--- src/rtl/enc_pkg.sv ---
// Shared definitions for the rotary-encoder front end.
// Holds the default parameter values and the step-direction type used by
// the quadrature decode and by anything that needs to reason about steps.
package enc_pkg;

  localparam int ENC_WIDTH    = 8;
  localparam int ENC_DEBOUNCE = 16;
  localparam int ENC_STEP     = 1;

  typedef enum logic [1:0] {
    DIR_NONE = 2'd0,
    DIR_UP   = 2'd1,
    DIR_DOWN = 2'd2
  } dir_e;

  // x1 decode: a step is taken only on a clean A rising edge; B at that
  // moment gives the direction. An illegal transition suppresses the step.
  function automatic dir_e decode_dir(input logic a_rise, input logic b_level,
                                      input logic illegal);
    dir_e d;
    d = DIR_NONE;
    if (illegal) begin
      d = DIR_NONE;
    end else if (a_rise) begin
      d = b_level ? DIR_DOWN : DIR_UP;
    end else begin
      d = DIR_NONE;
    end
    return d;
  endfunction

endpackage

--- src/rtl/enc_debounce.sv ---
// Single-channel debouncer for an already-synchronised encoder signal.
// The clean output follows the input only after it has disagreed with the
// clean level for DEBOUNCE_CYCLES consecutive cycles; one agreeing cycle
// restarts the count.
// Ports:
//   clk       system clock
//   reset_n   asynchronous active-low reset
//   in_sync   synchronised (but bouncy) input
//   out_clean debounced, registered level
module enc_debounce
  import enc_pkg::*;
#(
  parameter int DEBOUNCE_CYCLES = ENC_DEBOUNCE
) (
  input  logic clk,
  input  logic reset_n,
  input  logic in_sync,
  output logic out_clean
);

  localparam int CW = $clog2(DEBOUNCE_CYCLES) + 1;
  localparam logic [CW-1:0] LAST = CW'(DEBOUNCE_CYCLES - 1);

  logic [CW-1:0] cnt_r;
  logic          clean_r;

  // Stability counter and clean level; the toggle and counter clear share one edge.
  always_ff @(posedge clk or negedge reset_n) begin
    if (!reset_n) begin
      cnt_r   <= '0;
      clean_r <= 1'b0;
    end else if (in_sync != clean_r) begin
      if (cnt_r == LAST) begin
        clean_r <= ~clean_r;
        cnt_r   <= '0;
      end else begin
        cnt_r <= cnt_r + CW'(1);
      end
    end else begin
      cnt_r <= '0;
    end
  end

  assign out_clean = clean_r;

endmodule

--- src/rtl/enc_frontend.sv ---
// Rotary-encoder input stage: synchronises and debounces the raw quadrature
// pads, decodes x1 steps on clean A rising edges and maintains a registered
// level that feeds a PWM duty cycle. Firmware can preset the level.
// Ports:
//   clk, reset_n      clock, asynchronous active-low reset
//   enc_a, enc_b      raw asynchronous encoder channels
//   load, load_value  synchronous preset (wins over a coincident step)
//   value             current level, registered
//   inc_pulse         one-cycle strobe per up step (also when saturated)
//   dec_pulse         one-cycle strobe per down step (also when saturated)
//   err               one-cycle strobe when both clean channels flip together
module enc_frontend
  import enc_pkg::*;
#(
  parameter int WIDTH           = ENC_WIDTH,
  parameter int DEBOUNCE_CYCLES = ENC_DEBOUNCE,
  parameter int STEP            = ENC_STEP,
  parameter int WRAP            = 0
) (
  input  logic             clk,
  input  logic             reset_n,
  input  logic             enc_a,
  input  logic             enc_b,
  input  logic             load,
  input  logic [WIDTH-1:0] load_value,
  output logic [WIDTH-1:0] value,
  output logic             inc_pulse,
  output logic             dec_pulse,
  output logic             err
);

  localparam logic [WIDTH:0] STEP_W = (WIDTH + 1)'(STEP);

  logic a_meta_r, a_sync_r, b_meta_r, b_sync_r;
  logic clean_a_s, clean_b_s, clean_a_d_r, clean_b_d_r;
  logic a_rise_s, illegal_s;
  dir_e dir_s;
  logic [WIDTH:0]   sum_s, diff_s;
  logic [WIDTH-1:0] next_value_s, value_r;
  logic             next_inc_s, next_dec_s, inc_r, dec_r, err_r;

  // Plain two-flop synchronisers, no logic between the stages.
  always_ff @(posedge clk or negedge reset_n) begin
    if (!reset_n) begin
      a_meta_r <= 1'b0;
      a_sync_r <= 1'b0;
      b_meta_r <= 1'b0;
      b_sync_r <= 1'b0;
    end else begin
      a_meta_r <= enc_a;
      a_sync_r <= a_meta_r;
      b_meta_r <= enc_b;
      b_sync_r <= b_meta_r;
    end
  end

  enc_debounce #(.DEBOUNCE_CYCLES(DEBOUNCE_CYCLES)) u_deb_a (
    .clk       (clk),
    .reset_n   (reset_n),
    .in_sync   (a_sync_r),
    .out_clean (clean_a_s)
  );

  enc_debounce #(.DEBOUNCE_CYCLES(DEBOUNCE_CYCLES)) u_deb_b (
    .clk       (clk),
    .reset_n   (reset_n),
    .in_sync   (b_sync_r),
    .out_clean (clean_b_s)
  );

  // Delayed clean levels for edge detection.
  always_ff @(posedge clk or negedge reset_n) begin
    if (!reset_n) begin
      clean_a_d_r <= 1'b0;
      clean_b_d_r <= 1'b0;
    end else begin
      clean_a_d_r <= clean_a_s;
      clean_b_d_r <= clean_b_s;
    end
  end

  assign a_rise_s  = clean_a_s & ~clean_a_d_r;
  assign illegal_s = (clean_a_s ^ clean_a_d_r) & (clean_b_s ^ clean_b_d_r);
  assign dir_s     = decode_dir(a_rise_s, clean_b_s, illegal_s);

  // One extra bit exposes carry (up overflow) and borrow (down underflow).
  assign sum_s  = {1'b0, value_r} + STEP_W;
  assign diff_s = {1'b0, value_r} - STEP_W;

  // Next level and strobes; load discards a coincident step.
  always_comb begin
    next_value_s = value_r;
    next_inc_s   = 1'b0;
    next_dec_s   = 1'b0;
    if (load) begin
      next_value_s = load_value;
    end else begin
      case (dir_s)
        DIR_UP: begin
          next_inc_s = 1'b1;
          if ((WRAP == 0) && sum_s[WIDTH]) begin
            next_value_s = {WIDTH{1'b1}};
          end else begin
            next_value_s = sum_s[WIDTH-1:0];
          end
        end
        DIR_DOWN: begin
          next_dec_s = 1'b1;
          if ((WRAP == 0) && diff_s[WIDTH]) begin
            next_value_s = '0;
          end else begin
            next_value_s = diff_s[WIDTH-1:0];
          end
        end
        default: begin
          next_value_s = value_r;
        end
      endcase
    end
  end

  // Registered level and strobes; err is reported even when load wins.
  always_ff @(posedge clk or negedge reset_n) begin
    if (!reset_n) begin
      value_r <= '0;
      inc_r   <= 1'b0;
      dec_r   <= 1'b0;
      err_r   <= 1'b0;
    end else begin
      value_r <= next_value_s;
      inc_r   <= next_inc_s;
      dec_r   <= next_dec_s;
      err_r   <= illegal_s;
    end
  end

  assign value     = value_r;
  assign inc_pulse = inc_r;
  assign dec_pulse = dec_r;
  assign err       = err_r;

endmodule

--- config.mk ---
export PLATFORM = sky130hd
export DESIGN_NAME = enc_frontend
export DESIGN_NICKNAME = d
export VERILOG_FILES = /design/src/rtl/enc_pkg.sv /design/src/rtl/enc_debounce.sv /design/src/rtl/enc_frontend.sv
export SDC_FILE = /design/constraint.sdc
export NUM_CORES = 1
export LEC_CHECK = 0
export ABC_AREA = 0
export CAP_MARGIN = 20
export CORE_MARGIN = 8
export CORE_UTILIZATION = 48
export CTS_CLUSTER_SIZE = 28
export DETAILED_ROUTE_END_ITERATION = 8
export PLACE_DENSITY = 0.75
export SLEW_MARGIN = 5
export SYNTH_ARGS = -nofsm -noshare
export SYNTH_HDL_FRONTEND = slang
export SYNTH_SLANG_ARGS = --single-unit
export TNS_END_PERCENT = 5
--- constraint.sdc ---
create_clock -name clk -period 1.9 [get_ports clk]
set_input_delay 0.285 -clock clk [delete_from_list [all_inputs] [get_ports clk]]
set_output_delay 0.285 -clock clk [all_outputs]
set_load 0.02 [all_outputs]
* Word level (Yosys, flattened, before mapping)
Index checks and enable logic that the tools add are counted.
** Operators by class
- Eq/ne operators :: 6
- Muxes and demuxes :: 15
- Divide/modulo/power cells :: 0
- Bitwise operators :: 7
- Add/subtract/negate cells :: 4
- Reductions and logical operators :: 3
- Order comparisons :: 0
- Shift operators :: 0
- Multipliers :: 0
** Operator list (count)
- $mux 8 :: 3
- $mux 5 :: 4
- $pmux 8 s2 :: 1
- $add 5x1->5 const B :: 2
- $eq 5x4->1 const B :: 2
- $add 8x1->9 const B :: 1
- $sub 8x1->9 const B :: 1
- $mux 2 :: 3
- $mux 1 :: 4
- $reduce_and 2->1 :: 2
- $not 1->1 :: 3
- $reduce_bool 3->1 :: 1
- $and 1x1->1 :: 2
- $eq 2x1->1 const B :: 1
- $eq 2x2->1 const B :: 1
- $ne 1x1->1 :: 2
- $xor 1x1->1 :: 2
** Storage, ports and cells
- Bits in latches :: 0
- Memory bits (writable) :: 0
- Bits of input ports :: 13
- Word-level logic and storage cells :: 49
- Output and inout bits :: 11
- Register bits after elaboration :: 29
- Bits in read-only memories :: 0
- Memories kept :: 0

* Logic depth before layout (Yosys ltp)
Gate-level depths: netlist of the first run.
- Depth after elaboration :: 7
- Mapped depth :: 7
- Gate-level depth less buffers :: 7

* By module
Synthesis of the first run repeated with hierarchy kept, for this count alone.
** Unflattened totals
- Cells, all modules :: 165
- Area, all modules :: 1627.8 µm²
** Modules (own cells, without submodules)
- enc_frontend :: area an instance 1119.8 µm², instances 1, sequential area each 425.4 µm², cells each 123
- enc_debounce :: area an instance 254.0 µm², instances 2, sequential area each 150.1 µm², cells each 21

* Least setup slack after synthesis of the first run
No wires, ideal clock.
- Path type :: flip-flop to flip-flop
- Start point :: reg value_r[0] (netlist: value[0])
- End point :: reg value_r[7] (netlist: value[7])
- Clock period less this slack :: 1898 ps
- Library setup time :: 127 ps
- Stages on the path, launching flop included :: 8
- Required time :: 1773 ps
- Slack :: 2 ps
- Arrival :: 1771 ps
- Buffers on the path :: 0
- Cells stage by stage :: dfrtp_1 -> inv_1 -> ha_1 -> nor3b_4 -> nor2_2 -> mux2_2 -> a222oi_1 -> o21ai_1
** Between the ends
- Longest elaborated chain between the ends :: 4
- Elaborated cells on any way between the ends :: 6
- Classes of those cells :: add/sub (2); mux (4)
** Ends and longest elaborated chain
- start, declared :: line enc_frontend.sv:39 : logic [WIDTH-1:0] next_value_s, value_r;
- start signal, assigned :: line enc_frontend.sv:130 : value_r <= next_value_s;
- $sub 8x1->9 or $add 8x1->9 (tied branches) :: line enc_frontend.sv:88, enc_frontend.sv:87
- $mux 8 (on tied branches) :: line enc_frontend.sv:109, enc_frontend.sv:101
- $pmux 8 s2 (*) :: line enc_frontend.sv:98 : case (dir_s)
- $mux 8 (*) :: line enc_frontend.sv:95 : if (load) begin
Every way passes the cells marked *; elsewhere a longest branch is shown, timed or not.
A chain may end at the register's enable or synchronous reset.

* Worst setup path after layout of the first run
- Start point :: reg value_r[7] (netlist: value[7])
- End point :: out value[7]
** RTL lines
- end, declared :: line enc_frontend.sv:26 : output logic [WIDTH-1:0] value,
No word-level cell between the ends.

==> results of run 1 <==
final timing paths:
check | slack (ns) | endpoint | depth (start not counted)
worst max-delay path | 0.06 | value[7] | 1
worst min-delay path | 0.32 | u_deb_a.cnt_r[2]$_DFF_PN0_ | 2
worst max register to register | 0.10 | value[7]$_DFFE_PN0P_ | 6
worst min register to register | 0.36 | a_sync_r$_DFF_PN0_ | 0
max in group asynchronous | 1.29 | value[4]$_DFFE_PN0P_ | 2
min in group clk | 0.36 | a_sync_r$_DFF_PN0_ | 0
power breakdown:
group	leakage [nW]	switching, mW	internal (mW)
combinational	0.436	0.131	0.143
sequential	0.368	0.0698	0.654
clock	0.0445	0.226	0.312
total	0.849	0.427	1.11
area by class of cell:
type                       instances  area share (%)
multi-input combinational        115            39.0
sequential                        29            36.9
timing repair buffer              34            15.8
tap                               44            2.77
clock buffer                       6            2.59
clock inverter                     2            1.89
inverter                           6            1.13
metal layers:
metal,track usage [%],vias to the layer above,part of all wire [%]
met5,0,-,0
li1,-,634,-
met3,6.32,7,9.3
met1,17.3,609,46
met4,8.00,0,1.7
met2,20.8,44,43
cells in the final DEF, fill, tap and decap left out, types with 2 or more instances in the layout:
master,instances
dfrtp_1,24
clkdlybuf4s50_1,23
nor2_1,15
buf_4,11
o21ai_0,10
nand3_1,9
nand2_1,8
xor2_1,7
and2_1,6
a21oi_1,6
inv_1,5
ha_1,5
clkbuf_4,5
dfrtp_2,5
and3_1,3
nor2_2,3
nand4_1,3
o211ai_1,3
o21a_1,3
mux2_2,3
xnor2_1,2
o21ai_1,2
nor3_1,2
nand3b_1,2
a31oi_1,2
o22ai_1,2
a22oi_1,2
o221ai_1,2
kinds of logic (layout without fill, tap and decap cells):
| family | Yosys count | in the layout |
|---|---|---|
| AO/OA/AOI/OAI | 39 | 39 |
| flip-flops | 29 | 29 |
| AND/OR/NAND/NOR | 58 | 58 |
| multiplexers | 4 | 4 |
| XOR/XNOR | 9 | 9 |
| adder cells (fa/ha/maj) | 5 | 5 |
| buffers and inverters | 12 | 48 |
stage by stage:
| step | std cells | cell area, um2 | util (%) | setup WS, ns | power, mW |
|---|---|---|---|---|---|
| after floorplan | 156 | 1550 | - | 0.00191 | 0.885 |
| after global placement | 228 | 1890 | 61.3 | 0.0794 | 0.997 |
| after detailed placement | 228 | 1890 | 61.3 | 0.0413 | 1.00 |
| after CTS | 236 | 1980 | 64.3 | 0.0214 | 1.55 |
| after global routing | 236 | 1980 | 64.5 | -0.0140 | 1.61 |
| final | 236 | 1980 | 64.5 | 0.0593 | 1.54 |
state kept, by name, indices dropped and copies added (netlist names):
register / cells
u_deb_b.out_clean: 1
clean_b_d_r: 1
a_meta_r: 1
b_sync_r: 1
inc_pulse: 1
value: 8
b_meta_r: 1
clean_a_d_r: 1
u_deb_b.cnt_r: 5
dec_pulse: 1
err: 1
u_deb_a.out_clean: 1
u_deb_a.cnt_r: 5
a_sync_r: 1
repair_timing:
| item | 4_1_cts | 5_1_grt |
|---|---|---|
| pin swaps | 0 | 1 |
| resized for setup | 2 | 6 |
| endpoints found under the setup margin | 2 | 7 |
==> impl_metrics.yaml, run 1 <==
die:
  coreArea_um2: 3080
  ios: 24
  die_area_um2: 5310
  num_rows: 20
  die_w_um: 72.9
  start_util_pct: 50.5
  die_h_um: 72.9
hold_path:
  hold_path_class: "input pin to async pin"
drt:
  ant_nets: 0
  routed_wl_mm: 3.38
  first_iter_violations: 134
  num_vias: 1294
  first_pass_iters: 4
  via_per_inst: 5.48
  wl_per_cell_um: 14.3
  drc: 0
setup_path:
  end_kind: "output port"
  crit_path_start_kind: "register"
  crit_slowest_cell: "clkdlybuf4s50_1"
  worst-path-buf-inv: 1
  criticalPathCategory: "register to output port"
  crit_path_start: "value[7]$_DFFE_PN0P_"
  crit_chain: "clkdlybuf4s50_1"
  critPathMaxFanout: 10
  max_stage_delay_ns: 0.68
  cp.required_ns: 1.62
  crit_family: "buffers and inverters"
  reg2reg_from: "value[0]$_DFFE_PN0P_"
  worstPathArrival_ns: 1.56
global_route:
  grt_max_degree: 30
  grt_pass1_wl_mm: 5.95
  grt.overflow.total: 0
  antenna_found_initial: 0
  grt_usage_pct: 14.4
  grt_pass1_vias: 1306
clock_network:
  cts.sinks: 29
  cts_buffer_depth: 2
  numCtsBuffers: 5
  cts_root_buffer: "clkbuf_4"
  clk_pin_slew_ns: 0.09
  htree_levels: 2
  postCtsSetupBuffers: 0
  clk_latency_ns: 0.34
  cts_tree: "built"
  ctsHoldBuffers: 0
synth:
  netlist_instances: 156
  synth_area_leader_cell: "dfrtp_1"
  synthAdderAreaFrac_pct: 4.03
  yosys.area_share.xor_xnor_pct: 5.07
  synth_compound_area_share_pct: 16.5
  synth_top_family_by_area: "simple AND/OR/NAND/NOR gates"
  muxShareOfSynthArea_pct: 2.90
  ys_seq_area_share_pct: 46.7
  synth-async-reset-ratio_pct: 100
  synthSimpleGateAreaFrac_pct: 21.1
  syn_area_per_cell_um2: 9.96
  synth_warnings: 0
  synth_cell_types: 43
  syn-cell-area_um2: 1550
  synth-seq-cells: 29
  synth_common_cells: "dfrtp_1, nor2_1, o21ai_0, nand3_1, nand2_1"
  synth_edf_count: 0
  yosysMostFrequentCell: "dfrtp_1"
  synth_top_cells_by_area: "dfrtp_1, ha_1, xor2_1, nor2_1, o21ai_0"
  synth_top_area_share_pct: 46.7
  synth_nets: 174
  synth_flop_cell: "dfrtp_1"
layout:
  nNetsFinal: 209
  multiInputGateArea_um2: 773
  fillCellCount: 286
  area_growth_pct: 27.7
  diodes: 0
  layout-drive-gt1-share_pct: 18.8
  seq_area_um2: 732
flow_run:
  drv_cap: 0
placed_design:
  hpwl_mm: 2.50
  globalplace.congestion: 0.877
  portBuffers: 23
timing:
  timing.slew.headroom_pct: 58.6
  slew_violations: 0
  worst_slew_pin_slew_ns: 0.615
  hold_viol_final: 0
  setup_viol: 0
  post-route-period-util_pct: 96.9
  max_freq_ghz: 0.543
  tns_ns: 0
  min_period_ns: 1.84
  rsz0062_at_grt: "yes"
  fin_worst_skew_ns: 0.00533
  timing.hold.ws_ns: 0.318
pwr:
  peakVddDrop_mv: 0.475
  power.density_nw_per_um2: 774
  leakagePower_nw: 0.849
outcome:
  status: "complete, no violations"
No activity file was read; power rests on OpenSTA's default activity.
==> run 2: changes to the inputs <==
--- a/config.mk
+++ b/config.mk
@@ -5,7 +5,6 @@
 export SDC_FILE = /design/constraint.sdc
 export NUM_CORES = 1
 export LEC_CHECK = 0
-export ABC_AREA = 0
 export CAP_MARGIN = 20
 export CORE_MARGIN = 8
 export CORE_UTILIZATION = 48
==> results of run 2 <==
No change in the layout: final DEF, timing and power equal those of run 1.
==> run 3: changes to the inputs <==
--- a/config.mk
+++ b/config.mk
@@ -6,6 +6,7 @@
 export NUM_CORES = 1
 export LEC_CHECK = 0
 export CAP_MARGIN = 20
+export CORE_ASPECT_RATIO = 1.75
 export CORE_MARGIN = 8
 export CORE_UTILIZATION = 48
 export CTS_CLUSTER_SIZE = 28
==> run 3 against run 2 <==
Against the previous run:
- core utilization grew 0.22 points
- hold slack gained 0.030 ns
- clock power grew 11%
- die area grew 1.3%
- cell area grew 1.3%
- non-clock buffer count grew 2
- power grew 5.2%
- sequential cell count is the same
- cell count is the same
- combinational power grew 10%
- highest routed layer unchanged
==> impl_metrics.yaml, run 3 (synthesis results as in run 1) <==
outcome:
  status: "complete, no violations"
global_route:
  grt_pass1_vias: 1400
  grt_usage_pct: 14.7
  grt_max_degree: 30
  antenna_found_initial: 0
  grt.overflow.total: 0
  grt_pass1_wl_mm: 6.12
pwr:
  clockPowerShare_pct: 37.1
  p_int_mw: 1.19
  pwr-share-comb_pct: 18.6
  power.density_nw_per_um2: 804
  total_power_mw: 1.62
  switchingPower_uw: 430
  p_seq_share_pct: 44.3
  leakagePower_nw: 0.869
  switching_share_pct: 26.6
  peakVddDrop_mv: 0.557
layout:
  final_cell_count_no_fill: 236
  final_common_cell: "dfrtp_1"
  fillCellCount: 258
  layout-drive-gt1-share_pct: 18.1
  diodes: 0
  area_growth_pct: 29.4
  layout_common_cells: "dfrtp_1, clkdlybuf4s50_1, nor2_1"
  largest_reg_flops: 8
  nNetsFinal: 211
timing:
  hold_viol_final: 0
  worst_slew_pin_slew_ns: 0.529
  slew_violations: 0
  fin_worst_skew_ns: 0.00972
  setup_viol: 0
  timing.slew.headroom_pct: 64.4
  post-route-period-util_pct: 97.6
  max_freq_ghz: 0.539
  rsz0062_at_grt: "yes"
  timing.hold.ws_ns: 0.348
  min_period_ns: 1.85
setup_path:
  setup.worst_path.end: "value[1]$_DFFE_PN0P_"
  r2r_end: "value[1]$_DFFE_PN0P_"
  cpMostUsedCell: "buf_4"
  worstPathArrival_ns: 2.05
  crit_slowest_cell: "dfrtp_2"
  end_kind: "register"
  criticalPathCategory: "register to register"
  rrSetupSlack_ns: 0.05
  max_stage_delay_ns: 0.43
  crit_path_start_kind: "register"
  critPathMaxFanout: 5
  crit_chain: "buf_4 > ha_1 > nand4_1 > buf_4 > o21ai_0 > o221ai_1 > a31oi_1"
  worst-path-buf-inv: 2
  crit_cells: 7
  crit_path_start: "value[0]$_DFFE_PN0P_"
  reg2reg_from: "value[0]$_DFFE_PN0P_"
  crit_family: "compound AO/OA/AOI/OAI gates"
  cp.required_ns: 2.09
  rr_worst_depth: 7
die:
  die_h_um: 91.3
  die_area_um2: 5390
  coreArea_um2: 3110
  num_rows: 27
  die_w_um: 59.0
  ios: 24
  start_util_pct: 50.0
clock_network:
  cts.sinks: 29
  htree_levels: 2
  cts_buffer_depth: 2
  cts_tree: "built"
  clk_latency_ns: 0.28
  ctsHoldBuffers: 0
  numCtsBuffers: 5
  clk_pin_slew_ns: 0.06
  cts_root_buffer: "clkbuf_8"
drt:
  drc: 0
  wl_met1_mm: 1.40
  first_iter_violations: 47
  dr_wl_met2_mm: 1.96
  num_vias: 1362
  routed-wl-met3_um: 243
  via_per_inst: 5.77
  ant_nets: 0
  first_pass_iters: 4
  routed_wl_mm: 3.74
  top_layer: "met4"
  wl_per_cell_um: 15.9
placed_design:
  portBuffers: 23
  globalplace.congestion: 0.867
  hpwl_mm: 2.83
  dp_cells: 225
hold_path:
  hold_path_class: "register to register"
  min_from: "a_meta_r$_DFF_PN0_"
flow_run:
  drv_cap: 0
==> run 3: power by group through the flow <==
stage	clock, mW	sequential [mW]	combinational [mW]
global route	0.641	0.723	0.326
CTS	0.616	0.715	0.291
finish	0.599	0.717	0.301
floorplan	0	0.721	0.164
detailed placement	0	0.725	0.285
global placement	0	0.722	0.275
==> run 3: stage by stage <==
| stage | setup slack [ns] | util (%) | instance area, um2 | setup TNS [ns] |
|---|---|---|---|---|
| CTS | 0.0173 | 63.8 | 1980 | 0 |
| global placement | 0.0660 | 60.2 | 1870 | 0 |
| detailed placement | 0.00812 | 60.2 | 1870 | 0 |
| global route | -0.0673 | 64.7 | 2010 | -0.136 |
| floorplan | 0.00191 | - | 1550 | 0 |
| finish | 0.0451 | 64.7 | 2010 | 0 |
==> run 3: cell type report <==
type	count	area (um2)	area share [%]
Clock buffer	5	68.8	3.42
Clock inverter	2	35.0	1.74
Inverter	6	22.5	1.12
Multi-Input combinational cell	115	773	38.5
Sequential cell	29	729	36.3
Tap cell	43	53.8	2.68
Timing Repair Buffer	36	328	16.3
==> run 3: worst min-delay path by stage <==
| stage | end | cells after the start |
|---|---|---|
| 2_1_floorplan | a_meta_r$_DFF_PN0_ | 0 |
| 5_1_grt | a_sync_r$_DFF_PN0_ | 0 |
| 4_1_cts | a_sync_r$_DFF_PN0_ | 0 |
| 3_5_place_dp | a_sync_r$_DFF_PN0_ | 0 |
| 6_report | a_sync_r$_DFF_PN0_ | 0 |
| 3_3_place_gp | a_sync_r$_DFF_PN0_ | 0 |
==> run 3: per-layer routing <==
layer	global-route usage (%)	up-vias
met3	4.94	13
met4	9.64	0
li1	-	634
met2	25.6	50
met1	13.8	665
met5	0	-
==> run 3: repair_timing <==
| item | in CTS | in global routing |
|---|---|---|
| pin swaps | 0 | 1 |
| setup buffers | 1 | 3 |
| resized for setup | 1 | 5 |
| setup endpoints to repair | 1 | 7 |
==> RTL edit (settings of run 1) <==
Change the parameter `WRAP` from 0 to 1.
--- a/src/rtl/enc_frontend.sv
+++ b/src/rtl/enc_frontend.sv
@@ -15,7 +15,7 @@
   parameter int WIDTH           = ENC_WIDTH,
   parameter int DEBOUNCE_CYCLES = ENC_DEBOUNCE,
   parameter int STEP            = ENC_STEP,
-  parameter int WRAP            = 0
+  parameter int WRAP            = 1
 ) (
   input  logic             clk,
   input  logic             reset_n,
Behaviour: no difference found for any inputs over 10 cycles, from zero or initial values and one cycle with reset_n low; that may be too few to reach the edited logic, so the function may still have changed.
==> RTL edit against run 1 <==
  * The flow now finishes with violations (setup timing)
  * Non-clock buffer count increased by 9
  * Sequential power decreased by 6.8%
  * Wire length increased by 2.2%
  * Sequential cell count unchanged
  * Synthesized area decreased by 7.1%
  * Clock skew increased by 4.4 ps
  * Combinational power decreased by 21%
  * Core utilization increased by 2.9 points
  * Via count decreased by 7.7%
  * Final cell count decreased by 6.8%
  * Design area increased by 0.19%
  * Register-to-register slack got worse by 560 ps
  * Worst setup slack got worse by 520 ps
  * Total power decreased by 15%
  * Largest cell class unchanged
  * Largest power group unchanged
==> RTL edit: results (changes against run 1) <==
[synthesis]
postSynth.asyncResetShare_pct=100  ; unchanged
yosys-top-cells-count=dfrtp_1 (29), nor2_1 (13), nand2_1 (11)  ; was dfrtp_1 (29), nor2_1 (16), o21ai_0 (11)
syn_nets=162  ; was 174
synth_flop_cell=dfrtp_1  ; unchanged
netlist_instances=139  ; was 156
ys_seq_area_share_pct=50.3  ; was 46.7%
synth_area_leaders=dfrtp_1 (50%), ha_1 (7.8%), xor2_1 (3.6%), a21oi_1 (3.5%), o21ai_0 (3.5%)  ; was dfrtp_1 (47%), ha_1 (4.0%), xor2_1 (3.9%), nor2_1 (3.9%), o21ai_0 (3.5%)
ys.warnings.count=0  ; unchanged
yosys.cell_types.count=34  ; was 43

[layout]
antenna_cells=0  ; unchanged
largest_reg_flops=8  ; unchanged
drive_above_1_share_pct=24.1  ; was 18.8%
fillers=236  ; was 286

[grt]
grt_use_met3_pct=4.52  ; was 6.32%
met2_usage_pct=24.2  ; was 20.8%
met1_usage_pct=14.5  ; was 17.3%
grt_pass1_vias=1267  ; was 1306
grt_usage_pct=14.3  ; was 14.4%
grt_pass1_wl_um=5640  ; was 5950 um
grt_max_degree=30  ; unchanged
antenna_found_initial=0  ; unchanged

[route]
drc=0  ; unchanged
routedWlPerCell_um=15.7  ; was 14.3 um
wl_um=3450  ; was 3380 um
first_pass_iters=4  ; unchanged
vias=1195  ; was 1294
drt_iter0_markers=41  ; was 134

[clock_network]
clkTransAtPathRegs_ps=100
h-tree-depth=2  ; unchanged
cts-root-buf=clkbuf_4  ; unchanged
max-clock-path-buffers=2  ; unchanged
insertion_delay_ps=330

[timing]
worst_slack_ps=-462  ; was 59.3 ps
fin_tns_setup_ps=-2040  ; was 0 ps
relSlewSlack_pct=54.5  ; was 58.6%
setup_viol_count_final=7  ; was 0
clock_skew_ps=9.72  ; was 5.33 ps

[worst_setup_path]
reg2reg_depth=11  ; was 6
crit_arrival_ps=2640  ; was 1560 ps
cp_max_fo=5  ; was 10

[placement]
place.gp.congestion=0.910  ; was 0.877
portBuffers=23  ; unchanged
hpwlAfterDp_um=2410  ; was 2500 um
placed_cells=210  ; was 228

[status]
status=complete, but fails checks  ; was completed
violations=setup timing

[min_path]
hp-class=in -> async  ; unchanged

[power_and_ir_drop]
vdd_drop_max_mv=0.438  ; was 0.475 mV
leakagePower_nw=0.922  ; was 0.849 nW

RTL edit: changes by cell type in the layout (fill, tap and decap cells not counted), sizes merged, moves of 3 or more:
cell / before / now
a21oi: 6 / 10
and2: 6 / 3
buf: 11 / 20
ha: 5 / 9
nand2: 8 / 11
nand4: 3 / 0
nor2: 18 / 13
RTL edit: worst max-delay path, cell delays in order, from the launching register on:
cell	delay, ps
dfrtp_1	380
inv_2	70
ha_4	200
o211ai_1	230
inv_2	120
buf_6	140
ha_4	210
o21a_1	170
o31a_1	120
o21a_1	180
or4_1	400
nand3_1	80
RTL edit: final timing paths:
kind                              from               end  slack (ps)
setup / recovery           clean_a_d_r          value[6]        -460
hold / removal                 reset_n  u_deb_a.cnt_r[3]         320
setup reg to reg           clean_a_d_r          value[6]        -460
hold reg to reg               b_meta_r          b_sync_r         360
max in group asynchronous      reset_n          value[3]        1290
min in group clk              b_meta_r          b_sync_r         360
RTL edit: stage by stage:
stage / utilization [%] / setup slack [ps] / power, mW / cell area, sq um
global placement: 63.4 / -497 / 0.882 / 1870
global route: 67.3 / -571 / 1.37 / 1990
detailed placement: 63.4 / -575 / 0.892 / 1870
finish: 67.3 / -462 / 1.30 / 1990
CTS: 67.0 / -462 / 1.31 / 1980
floorplan: - / -653 / 0.785 / 1480
RTL edit: cell families (layout without fill, tap and decap cells):
group | count (synthesis) | in the layout | synth area share (%)
fa+ha+maj | 10 | 10 | 9.19
simple gates | 47 | 47 | 16.6
xor+xnor | 9 | 9 | 5.46
mux | 2 | 2 | 1.56
compound gates | 34 | 34 | 14.6
buf+inv | 8 | 56 | 2.34
flops | 29 | 29 | 50.3
RTL edit: what timing repair did:
item                                    in CTS  in global routing
hold buffers                                 0                  0
pin swaps                                    5                  0
endpoints found under the setup margin       7                  7
gates resized for setup                     10                  3
buffers inserted                             2                  0
RTL edit: final cells by class:
cell class | instances | area share, %
Clock buffer | 6 | 2.58
Clock inverter | 2 | 0.692
Inverter | 5 | 0.944
Multi-Input combinational cell | 102 | 37.9
Sequential cell | 29 | 36.5
Tap cell | 33 | 2.08
Timing Repair Buffer | 43 | 19.3
RTL edit: power by group:
| part | total (mW) | internal, mW | switching [mW] |
|---|---|---|---|
| registers | 0.675 | 0.647 | 0.0275 |
| logic | 0.215 | 0.111 | 0.104 |
| clock network | 0.412 | 0.180 | 0.232 |
| total | 1.30 | 0.939 | 0.363 |
RTL edit: metal layers:
| metal | vias to the layer above | routed length (um) |
|---|---|---|
| li1 | 581 | - |
| met2 | 31 | 1760 |
| met5 | - | 0 |
| met4 | 0 | 104 |
| met3 | 9 | 170 |
| met1 | 574 | 1420 |
